### src/rtl/div_arbiter_if.sv
// -----------------------------------------------------------------------------
// div_arbiter_if
//
// Purpose:
//   Bundles the requester-side request/response buses and the divider-side
//   operand/result buses of the divider arbiter into one interface.
//
// Parameters:
//   NUM_REQ    number of requesters sharing the divider (2..8)
//   DATA_SIZE  operand / result width
//
// Signals:
//   req_valid / req_ready          per-requester request handshake
//   req_dividend / req_divisor     packed operands, slice i = requester i
//   resp_valid / resp_ready        per-requester response handshake
//   resp_quotient / resp_remainder shared result buses
//   resp_overflow                  divider overflow (includes divide-by-zero)
//   div_valid_in                   one-cycle start pulse to the divider
//   div_dividend / div_divisor     operands to the divider
//   div_quotient / div_remainder   divider results
//   div_overflow / div_valid_out   divider overflow flag and result strobe
//
// Modports:
//   master  the arbiter's view (drives ready/response/divider-start signals)
//   slave   the environment's view (requesters plus the divider)
//
// Handshake semantics (all valid/ready pairs in this interface):
//   A transfer happens on a rising clock edge where valid and ready are both
//   high. Once valid is raised, the source holds valid and its payload steady
//   until that transfer edge; valid never depends combinationally on ready.
//   The divider strobes (div_valid_in, div_valid_out) are single-cycle pulses
//   with no back-pressure.
// -----------------------------------------------------------------------------
interface div_arbiter_if #(
    parameter int NUM_REQ   = 4,
    parameter int DATA_SIZE = 32
);
    logic [NUM_REQ-1:0]           req_valid;
    logic [NUM_REQ-1:0]           req_ready;
    logic [NUM_REQ*DATA_SIZE-1:0] req_dividend;
    logic [NUM_REQ*DATA_SIZE-1:0] req_divisor;

    logic [NUM_REQ-1:0]           resp_valid;
    logic [NUM_REQ-1:0]           resp_ready;
    logic [DATA_SIZE-1:0]         resp_quotient;
    logic [DATA_SIZE-1:0]         resp_remainder;
    logic                         resp_overflow;

    logic                         div_valid_in;
    logic [DATA_SIZE-1:0]         div_dividend;
    logic [DATA_SIZE-1:0]         div_divisor;
    logic [DATA_SIZE-1:0]         div_quotient;
    logic [DATA_SIZE-1:0]         div_remainder;
    logic                         div_overflow;
    logic                         div_valid_out;

    modport master (
        input  req_valid,
        output req_ready,
        input  req_dividend,
        input  req_divisor,
        output resp_valid,
        input  resp_ready,
        output resp_quotient,
        output resp_remainder,
        output resp_overflow,
        output div_valid_in,
        output div_dividend,
        output div_divisor,
        input  div_quotient,
        input  div_remainder,
        input  div_overflow,
        input  div_valid_out
    );

    modport slave (
        output req_valid,
        input  req_ready,
        output req_dividend,
        output req_divisor,
        input  resp_valid,
        output resp_ready,
        input  resp_quotient,
        input  resp_remainder,
        input  resp_overflow,
        input  div_valid_in,
        input  div_dividend,
        input  div_divisor,
        output div_quotient,
        output div_remainder,
        output div_overflow,
        output div_valid_out
    );
endinterface

### src/rtl/div_arbiter.sv
// -----------------------------------------------------------------------------
// div_arbiter
//
// Purpose:
//   Shares one iterative signed divider among NUM_REQ requesters. A
//   round-robin pick selects one requester in IDLE, its operands are latched,
//   a single divide is started and awaited, and the result is returned to the
//   winner over a valid/ready response handshake. Exactly one division is in
//   flight at any time. Operands and results pass through untouched.
//
// Parameters:
//   NUM_REQ         number of requesters (2..8)
//   DATA_SIZE       operand / result width
//   TIMEOUT_CYCLES  WAIT watchdog limit (only with DIV_ARB_TIMEOUT_EN)
//
// Ports:
//   i_clk          system clock
//   i_reset        asynchronous active-low reset
//   bus            div_arbiter_if.master (request, response, divider buses)
//   o_busy         high in any state other than IDLE
//   o_state        current FSM state (debug visibility)
//   o_timeout_err  one-cycle pulse when the watchdog fires
//                  (port present only with DIV_ARB_TIMEOUT_EN)
//
// Optional feature:
//   `define DIV_ARB_TIMEOUT_EN to add the WAIT watchdog. Without it the FSM
//   waits in WAIT indefinitely for the divider.
// -----------------------------------------------------------------------------
module div_arbiter #(
    parameter int NUM_REQ   = 4,
    parameter int DATA_SIZE = 32
`ifdef DIV_ARB_TIMEOUT_EN
    ,
    parameter int TIMEOUT_CYCLES = 64
`endif
) (
    input  logic            i_clk,
    input  logic            i_reset,
    div_arbiter_if.master   bus,
    output logic            o_busy,
    output logic [1:0]      o_state
`ifdef DIV_ARB_TIMEOUT_EN
    ,
    output logic            o_timeout_err
`endif
);

    localparam int GW = (NUM_REQ > 1) ? $clog2(NUM_REQ) : 1;

    typedef enum logic [1:0] {
        ST_IDLE  = 2'd0,
        ST_ISSUE = 2'd1,
        ST_WAIT  = 2'd2,
        ST_RESP  = 2'd3
    } state_t;

    state_t               r_state;
    state_t               w_next;

    // Last requester whose response completed; the search starts just after it.
    logic [GW-1:0]        r_last_grant;
    // Requester owning the division currently in flight.
    logic [GW-1:0]        r_grant;

    logic [DATA_SIZE-1:0] r_dividend;
    logic [DATA_SIZE-1:0] r_divisor;
    logic [DATA_SIZE-1:0] r_quotient;
    logic [DATA_SIZE-1:0] r_remainder;
    logic                 r_overflow;

    logic                 w_found;
    logic [GW-1:0]        w_winner;
    logic [GW-1:0]        w_cand;

`ifdef DIV_ARB_TIMEOUT_EN
    localparam int CW = $clog2(TIMEOUT_CYCLES + 1);

    logic [CW-1:0]        r_wait_cnt;
    logic                 r_timeout_err;
    logic                 w_timeout;
`endif

    // -------------------------------------------------------------------------
    // Round-robin search: first set req_valid bit at last_grant+1,
    // last_grant+2, ... modulo NUM_REQ. The last candidate examined is
    // last_grant itself, so a lone requester is always found.
    // -------------------------------------------------------------------------
    always_comb begin
        w_found  = 1'b0;
        w_winner = '0;
        w_cand   = '0;
        for (int k = 1; k <= NUM_REQ; k++) begin
            w_cand = GW'((int'(r_last_grant) + k) % NUM_REQ);
            if (!w_found && bus.req_valid[w_cand]) begin
                w_found  = 1'b1;
                w_winner = w_cand;
            end
        end
    end

    // -------------------------------------------------------------------------
    // FSM next-state and handshake outputs.
    // req_ready is offered only in IDLE; since the winner is picked from
    // req_valid, an offered ready always completes a request handshake.
    // -------------------------------------------------------------------------
    always_comb begin
        w_next           = r_state;
        bus.req_ready    = '0;
        bus.resp_valid   = '0;
        bus.div_valid_in = 1'b0;
`ifdef DIV_ARB_TIMEOUT_EN
        w_timeout        = 1'b0;
`endif
        case (r_state)
            ST_IDLE: begin
                if (w_found) begin
                    bus.req_ready[w_winner] = 1'b1;
                    w_next                  = ST_ISSUE;
                end
            end
            ST_ISSUE: begin
                bus.div_valid_in = 1'b1;
                w_next           = ST_WAIT;
            end
            ST_WAIT: begin
                if (bus.div_valid_out) begin
                    w_next = ST_RESP;
                end
`ifdef DIV_ARB_TIMEOUT_EN
                // A real result in the same cycle takes precedence.
                else if (r_wait_cnt == CW'(TIMEOUT_CYCLES - 1)) begin
                    w_timeout = 1'b1;
                    w_next    = ST_RESP;
                end
`endif
            end
            ST_RESP: begin
                bus.resp_valid[r_grant] = 1'b1;
                if (bus.resp_ready[r_grant]) begin
                    w_next = ST_IDLE;
                end
            end
            default: begin
                w_next = ST_IDLE;
            end
        endcase
    end

    // -------------------------------------------------------------------------
    // State register.
    // -------------------------------------------------------------------------
    always_ff @(posedge i_clk or negedge i_reset) begin
        if (!i_reset) begin
            r_state <= ST_IDLE;
        end else begin
            r_state <= w_next;
        end
    end

    // -------------------------------------------------------------------------
    // Grant, operand and result registers.
    // div_valid_out outside WAIT is ignored, which also discards a result that
    // was in flight when reset pulled the FSM back to IDLE.
    // -------------------------------------------------------------------------
    always_ff @(posedge i_clk or negedge i_reset) begin
        if (!i_reset) begin
            r_last_grant <= GW'(NUM_REQ - 1);
            r_grant      <= '0;
            r_dividend   <= '0;
            r_divisor    <= '0;
            r_quotient   <= '0;
            r_remainder  <= '0;
            r_overflow   <= 1'b0;
        end else begin
            case (r_state)
                ST_IDLE: begin
                    if (w_found) begin
                        r_grant    <= w_winner;
                        r_dividend <= bus.req_dividend[int'(w_winner)*DATA_SIZE +: DATA_SIZE];
                        r_divisor  <= bus.req_divisor[int'(w_winner)*DATA_SIZE +: DATA_SIZE];
                    end
                end
                ST_WAIT: begin
                    if (bus.div_valid_out) begin
                        r_quotient  <= bus.div_quotient;
                        r_remainder <= bus.div_remainder;
                        r_overflow  <= bus.div_overflow;
                    end
`ifdef DIV_ARB_TIMEOUT_EN
                    else if (w_timeout) begin
                        r_quotient  <= '0;
                        r_remainder <= '0;
                        r_overflow  <= 1'b1;
                    end
`endif
                end
                ST_RESP: begin
                    if (bus.resp_ready[r_grant]) begin
                        r_last_grant <= r_grant;
                    end
                end
                default: begin
                end
            endcase
        end
    end

`ifdef DIV_ARB_TIMEOUT_EN
    // -------------------------------------------------------------------------
    // WAIT watchdog. The counter is cleared in ISSUE so it reads 0 on the
    // first WAIT cycle; the error pulse lines up with the first RESP cycle.
    // -------------------------------------------------------------------------
    always_ff @(posedge i_clk or negedge i_reset) begin
        if (!i_reset) begin
            r_wait_cnt    <= '0;
            r_timeout_err <= 1'b0;
        end else begin
            r_timeout_err <= w_timeout;
            if (r_state == ST_ISSUE) begin
                r_wait_cnt <= '0;
            end else if (r_state == ST_WAIT) begin
                r_wait_cnt <= r_wait_cnt + 1'b1;
            end
        end
    end

    assign o_timeout_err = r_timeout_err;
`endif

    // -------------------------------------------------------------------------
    // Output drive. Operands stay on the divider bus from ISSUE through WAIT
    // (and beyond) because they come straight from the latched registers.
    // -------------------------------------------------------------------------
    assign bus.div_dividend   = r_dividend;
    assign bus.div_divisor    = r_divisor;
    assign bus.resp_quotient  = r_quotient;
    assign bus.resp_remainder = r_remainder;
    assign bus.resp_overflow  = r_overflow;

    assign o_busy  = (r_state != ST_IDLE);
    assign o_state = r_state;

endmodule

### src/flat_wrapper.sv
// flat-port wrapper written by rule: the top's interface ports become plain ports
module div_arbiter_flat 
#(
    parameter int NUM_REQ   = 4,
    parameter int DATA_SIZE = 32

)
  (i_clk, i_reset, o_busy, o_state, bus_req_valid, bus_req_ready, bus_req_dividend, bus_req_divisor, bus_resp_valid, bus_resp_ready, bus_resp_quotient, bus_resp_remainder, bus_resp_overflow, bus_div_valid_in, bus_div_dividend, bus_div_divisor, bus_div_quotient, bus_div_remainder, bus_div_overflow, bus_div_valid_out);
  div_arbiter_if #(.NUM_REQ(NUM_REQ), .DATA_SIZE(DATA_SIZE)) bus_i ();
  input  logic i_clk;
  input  logic i_reset;
  output logic o_busy;
  output logic [1:0] o_state;
  input wire logic [$bits(bus_i.req_valid)-1:0] bus_req_valid;
  output wire logic [$bits(bus_i.req_ready)-1:0] bus_req_ready;
  input wire logic [$bits(bus_i.req_dividend)-1:0] bus_req_dividend;
  input wire logic [$bits(bus_i.req_divisor)-1:0] bus_req_divisor;
  output wire logic [$bits(bus_i.resp_valid)-1:0] bus_resp_valid;
  input wire logic [$bits(bus_i.resp_ready)-1:0] bus_resp_ready;
  output wire logic [$bits(bus_i.resp_quotient)-1:0] bus_resp_quotient;
  output wire logic [$bits(bus_i.resp_remainder)-1:0] bus_resp_remainder;
  output wire logic [$bits(bus_i.resp_overflow)-1:0] bus_resp_overflow;
  output wire logic [$bits(bus_i.div_valid_in)-1:0] bus_div_valid_in;
  output wire logic [$bits(bus_i.div_dividend)-1:0] bus_div_dividend;
  output wire logic [$bits(bus_i.div_divisor)-1:0] bus_div_divisor;
  input wire logic [$bits(bus_i.div_quotient)-1:0] bus_div_quotient;
  input wire logic [$bits(bus_i.div_remainder)-1:0] bus_div_remainder;
  input wire logic [$bits(bus_i.div_overflow)-1:0] bus_div_overflow;
  input wire logic [$bits(bus_i.div_valid_out)-1:0] bus_div_valid_out;
  assign bus_i.req_valid = bus_req_valid;
  assign bus_req_ready = bus_i.req_ready;
  assign bus_i.req_dividend = bus_req_dividend;
  assign bus_i.req_divisor = bus_req_divisor;
  assign bus_resp_valid = bus_i.resp_valid;
  assign bus_i.resp_ready = bus_resp_ready;
  assign bus_resp_quotient = bus_i.resp_quotient;
  assign bus_resp_remainder = bus_i.resp_remainder;
  assign bus_resp_overflow = bus_i.resp_overflow;
  assign bus_div_valid_in = bus_i.div_valid_in;
  assign bus_div_dividend = bus_i.div_dividend;
  assign bus_div_divisor = bus_i.div_divisor;
  assign bus_i.div_quotient = bus_div_quotient;
  assign bus_i.div_remainder = bus_div_remainder;
  assign bus_i.div_overflow = bus_div_overflow;
  assign bus_i.div_valid_out = bus_div_valid_out;
  div_arbiter #(.NUM_REQ(NUM_REQ), .DATA_SIZE(DATA_SIZE)) u_core (.i_clk(i_clk), .i_reset(i_reset), .bus(bus_i), .o_busy(o_busy), .o_state(o_state));
endmodule
### config.mk
export PLATFORM = sky130hd
export DESIGN_NAME = div_arbiter_flat
export DESIGN_NICKNAME = d
export VERILOG_FILES = /design/src/rtl/div_arbiter_if.sv /design/src/rtl/div_arbiter.sv /design/src/flat_wrapper.sv
export SDC_FILE = /design/constraint.sdc
export NUM_CORES = 1
export LEC_CHECK = 0
export CORE_AREA = 3 3 182 184
export CTS_BUF_LIST = sky130_fd_sc_hd__clkbuf_4
export DETAILED_ROUTE_END_ITERATION = 12
export DIE_AREA = 0 0 185 187
export DONT_BUFFER_PORTS = 1
export PLACE_DENSITY = 0.47
export RECOVER_POWER = 50
export SLEW_MARGIN = 20
export SYNTH_ARGS = -nofsm -noshare
export SYNTH_HDL_FRONTEND = slang
export SYNTH_SLANG_ARGS = --single-unit
### constraint.sdc
create_clock -name i_clk -period 5 [get_ports i_clk]
set_input_delay 1 -clock i_clk [delete_from_list [all_inputs] [get_ports i_clk]]
set_output_delay 1 -clock i_clk [all_outputs]
set_load 0.01 [all_outputs]
==> impl_metrics.toml, run 1 <==
[outcome]
status = "complete, no violations"

[layout]
final_common_cell = "dfrtp_1"
nets = 972
final_cell_mix = "dfrtp_1, a211oi_1, nor2_1"
flow.area_growth_from_synthesis_pct = 8.14
drive_above_1_share_pct = 25.0

[route]
via_per_inst = 5.11
wire_per_inst_um = 25.1
wl_met2_mm = 13.0
met1_length_mm = 10.0
drt_drc_violations_left = 0
wl_met3_mm = 2.68
vias = 5378
first_iter_violations = 226
ant_nets = 0
top_layer = "met4"
firstDrtPassIters = 4
finalWirelength_mm = 26.4

[critical_path]
ff2ff_path_depth = 9
r2r_start = "u_core.o_state[0]"
rrSetupSlack_ps = 1620
crit_arrival_ps = 2910
path_class = "flip-flop to output pin"
required_ps = 4000
r2r_end = "u_core.bus.div_dividend[16]"
end_kind = "output pin"
critPathLaunchType = "flip-flop"
crit_fanout = 29

[synth]
synth_compound_area_share_pct = 20.4
synth_xor_area_share_pct = 0
synth_fa_ha_area_share_pct = 0.679
ys_ff_latch = 135
synth_top_family_by_area = "compound AO/OA/AOI/OAI gates"
postSynthNetCount = 999
yosys.area.top_type = "dfrtp_1"
yosys_warnings = 0
synth_area_per_cell_um2 = 11.1
ys_types = 41
syn_area_um2 = 7370
synth_simple_gate_area_share_pct = 9.41
synth_top_area_share_pct = 45.2
synth_cells = 663
muxShareOfSynthArea_pct = 19.4
ys_top_cells_by_area = "dfrtp_1, mux2_2, a211oi_1"
ys_seq_area_share_pct = 45.9

[run]
cap_violations = 0

[global_route]
grt_pass1_vias = 5748
track_usage_pct = 14.6
grt_first_pass_wirelength_mm = 37.6
antenna_found_initial = 1
grt-ovfl-total = 0
grt_max_degree = 136

[cts]
cts_root_buf = "clkbuf_4"
cts_resized = 0
htreeDepth = 4
cts_setup_buffers = 0
path_clk_slew_ps = 170
cts_buffer_depth = 2
hold_buffers = 0
clock_latency_ps = 540
cts.sinks = 135
cts_tree = "done"
cts_buffers = 17

[sta]
skew_ps = 45.8
final-setup-viol-count = 0
rsz0062_at_grt = "no"
worstMarginPinSlew_ps = 1090
finalCritPeriodShare_pct = 78.2
tns_ps = 0
fin_crit_ps = 3910
drv_slew = 0
max_freq_mhz = 256
final_hold_viol_count = 0
max_slew_margin_pct = 27.4

[floorplanning]
rows = 65
chipWidth_um = 185
ios = 473
floorplan.initialDensity_pct = 23.3
fp.dieH_um = 187
core_um2 = 31600
dieArea_um2 = 34600

[pwr]
vdd_drop_max_mv = 0.263
p_leak_nw = 3.09
p_total_mw = 5.22
p_per_area_nw_per_um2 = 655

[place]
placement.io_buffers = 0
hpwlAfterDp_mm = 19.5
gp_congestion = 0.772

[worst_hold_path]
hold_class = "input port to async pin"
## cell type report
cell class / instances / area, um2
repair buffers: 11 / 82.6
clock buffers: 18 / 135
flip-flops and latches: 135 / 3380
multi-input cells: 467 / 3710
fillers: 3386 / 23600
diodes: 1 / 2.50
well taps: 402 / 503
inverters: 4 / 15.0
clock inverters: 14 / 140
## sequential cells by signal, indices dropped and copies added, names as in the netlist
name	count
u_core.bus.div_dividend	32
u_core.bus.div_divisor	32
u_core.bus.resp_overflow	1
u_core.bus.resp_quotient	32
u_core.bus.resp_remainder	32
u_core.o_state	2
u_core.r_grant	2
u_core.r_last_grant	2
## worst max-delay path, stage by stage (launching register included)
cell and delay [ps]:
dfrtp_1 510, inv_1 120, ha_1 220, inv_1 140
nor2_4 760, nand2_1 340, nor2_1 270
## Yosys cell counts, drive strengths merged
| master | n |
|---|---|
| a211oi | 128 |
| a21boi | 35 |
| a21oi | 1 |
| a221oi | 1 |
| a2bb2oi | 1 |
| and2 | 1 |
| and3 | 1 |
| buf | 27 |
| clkbuf | 30 |
| dfrtp | 133 |
| dfstp | 2 |
| ha | 4 |
| inv | 4 |
| mux2 | 67 |
| mux2i | 65 |
| mux4 | 1 |
| nand2 | 40 |
| nand2b | 3 |
| nand3 | 1 |
| nor2 | 73 |
| nor2b | 2 |
| nor3 | 32 |
| nor3b | 2 |
| nor4 | 1 |
| o21a | 1 |
| o21ai | 2 |
| o21bai | 1 |
| o31ai | 1 |
| o32a | 1 |
| or3 | 1 |
| or3b | 1 |
## kinds of logic after synthesis
kind of cell    after synthesis
compound gates              172
simple gates                158
flops                       135
mux                         133
buf+inv                      61
fa+ha+maj                     4
## worst max-delay path by stage
stage	start	endpoint	slack, ps	depth (start not counted)
floorplan	bus_req_valid[0]	bus_req_ready[2]	1870	6
global placement	bus_req_valid[1]	bus_req_ready[3]	1400	5
detailed placement	bus_req_valid[3]	bus_req_ready[1]	1380	5
CTS	u_core.o_state[0]	bus_req_ready[3]	920	6
global route	u_core.o_state[1]	bus_req_ready[2]	820	6
finish	u_core.o_state[0]	bus_req_ready[2]	1090	6
## routing by layer
metal	global-route usage (%)	vias to the layer above
met5	0	-
met4	5.48	0
met3	4.75	29
met2	24.8	328
met1	17.0	2623
li1	-	2398
## power by group
part,internal (mW),switching (mW),total (mW)
clock,0.267,0.488,0.756
sequential,1.66,0.727,2.39
combinational,0.879,1.20,2.08
## per-stage QoR
stage / hold WS, ps / cells / util [%] / setup slack (ps) / area, um2
final: 122 / 1052 / 25.2 / 1090 / 7970
after global routing: 19.8 / 1052 / 25.2 / 820 / 7970
after CTS: 23.8 / 1051 / 25.2 / 923 / 7960
after detailed placement: 566 / 1019 / 24.4 / 1380 / 7690
after global placement: 563 / 1019 / 24.4 / 1400 / 7690
after floorplan: 544 / 663 / - / 1870 / 7370
Note: power is estimated with default switching activity, not from simulation.
==> run 2, diff against run 1 <==
Settings changed: PLACE_DENSITY 0.47 to 0.48.
Clock period 5 ns to 3.52 ns, I/O delays scaled along.
==> run 2 against run 1 <==
The run now ends with hold timing left. Clock-buffer cell count did not move. Highest routed layer unchanged. Register-to-register slack worse by 750 ps. Design area grew 1.3%. Via count fell by 0.13%. Combinational power up 44%. Sequential share of layout area decreased by 0.54 points. Core utilization rose by 0.33 points. Sequential power is 42% higher. Critical path depth is 1 higher.
==> impl_metrics.toml, run 2 (synthesis gave the netlist of run 1 again) <==
[layout]
flow.area_growth_from_synthesis_pct = 9.53
multi_input_area_um2 = 3710
regArea_um2 = 3380
nets = 976
final_cell_mix = "dfrtp_1, a211oi_1, nor2_1"
drive_above_1_share_pct = 25.0
final_cells = 1057
final_common_cell = "dfrtp_1"
fillerInstances = 3341
final_util_pct = 25.6

[sta]
fin_crit_ps = 3250
finalCritPeriodShare_pct = 92.3
final-setup-viol-count = 0
rsz0062_at_grt = "no"
tns_ps = 0
worstMarginPinSlew_ps = 984
final_hold_viol_count = 133
max_slew_margin_pct = 34.4
skew_ps = 15.3
hold_slack_ps = -199
drv_slew = 0
max_freq_mhz = 308

[critical_path]
crit_arrival_ps = 2550
required_ps = 2820
r2r_start = "u_core.o_state[0]"
crit_top_cell = "inv_1"
slowest_stage = "dfrtp_1"
path_class = "flip-flop to output pin"
ff2ff_path_depth = 8
crit_fanout = 22
cp_cell_sequence = "inv_1 > ha_1 > inv_1 > nor2_4 > buf_6 > nand2_1 > nor2_1"
end_kind = "output pin"
r2r_end = "u_core.bus.div_dividend[14]"
slowest_delay_ps = 490
rrSetupSlack_ps = 870
critPathTopFamily = "simple AND/OR/NAND/NOR gates"
critPathLaunchType = "flip-flop"
cp.buffers_inverters = 3

[place]
hpwlAfterDp_mm = 19.2
placement.io_buffers = 0
gp_congestion = 0.742
post-place-cells = 1023

[global_route]
track_usage_pct = 14.4
antenna_found_initial = 2
grt_pass1_vias = 5669
grt_first_pass_wirelength_mm = 36.8
grt_max_degree = 136
grt-ovfl-total = 0

[floorplanning]
dieArea_um2 = 34600
ios = 473
chipWidth_um = 185
floorplan.initialDensity_pct = 23.3
fp.dieH_um = 187
rows = 65
core_um2 = 31600

[cts]
cts_buffer_depth = 2
path_clk_slew_ps = 130
cts_tree = "done"
cts.sinks = 135
cts_buffers = 17
cts_setup_buffers = 0
cts_root_buf = "clkbuf_4"
clock_latency_ps = 570
htreeDepth = 4

[route]
drt_drc_violations_left = 0
vias = 5371
first_iter_violations = 220
ant_nets = 0
finalWirelength_mm = 25.9
wire_per_inst_um = 24.5
firstDrtPassIters = 4
via_per_inst = 5.08

[pwr]
p_leak_nw = 3.14
vdd_drop_max_mv = 0.419
p_per_area_nw_per_um2 = 941

[worst_hold_path]
hold_class = "input port to async pin"

[run]
cap_violations = 0

[outcome]
status = "finished with violations"
violations = "hold timing"
run 2: cell types whose count changed in the layout (fill, tap and decap cells not counted):
| cell | change |
|---|---|
| clkinv_4 | +1 |
| clkinvlp_4 | -1 |
| clkinv_2 | +1 |
| buf_6 | +1 |
| inv_6 | -5 |
| bufinv_16 | +3 |
| diode_2 | +1 |
| inv_8 | -2 |
| clkinv_1 | +3 |
| buf_4 | +1 |
| buf_12 | +2 |
run 2: area by class of cell:
class                   instances  area share [%]
clock buffers                  18            1.67
inverters                       4           0.186
well taps                     402            6.23
diodes                          2          0.0620
repair buffers                 15            1.75
clock inverters                14            2.25
multi-input cells             467            45.9
flip-flops and latches        135            41.9
run 2: worst max-delay path by stage:
stage | end | slack (ps) | startpoint | cells after the start
3_3_place_gp | u_core.bus.div_dividend[10] | 640 | bus_req_valid[0] | 6
2_1_floorplan | bus_req_ready[2] | 990 | bus_req_valid[0] | 6
5_1_grt | bus_req_ready[2] | 8 | u_core.o_state[0] | 7
4_1_cts | bus_req_ready[2] | 30 | u_core.o_state[0] | 7
6_report | bus_req_ready[2] | 270 | u_core.o_state[0] | 7
3_5_place_dp | u_core.bus.div_dividend[20] | 650 | bus_req_valid[0] | 6
run 2: repair_timing:
action                                 in CTS  in global routing
setup endpoints to repair                   0                  2
gates resized for setup                     0                  1
endpoints found under the hold margin     135                135
run 2: per-stage QoR:
| step | power, mW | instance area, um2 | worst slack [ps] |
|---|---|---|---|
| after floorplan | 5.58 | 7370 | 987 |
| after global placement | 6.43 | 7740 | 644 |
| after detailed placement | 6.48 | 7740 | 651 |
| after CTS | 7.70 | 8060 | 29.7 |
| after global routing | 8.15 | 8070 | 8.47 |
| final | 7.59 | 8070 | 270 |
run 2: layer usage:
metal | global-route usage [%] | vias to the layer above | routed length (um) | share of wire, %
met3 | 4.71 | 23 | 2210 | 8.5
met5 | 0 | - | 0 | 0
met1 | 17.0 | 2617 | 10400 | 40
li1 | - | 2419 | - | -
met4 | 4.85 | 0 | 508 | 2.0
met2 | 24.4 | 312 | 12800 | 49
run 2: where the power goes:
part / total (mW) / internal, mW / switching, mW
Clock: 1.20 / 0.564 / 0.633
Sequential: 3.40 / 2.36 / 1.04
Combinational: 3.00 / 1.29 / 1.71
Total: 7.59 / 4.21 / 3.38
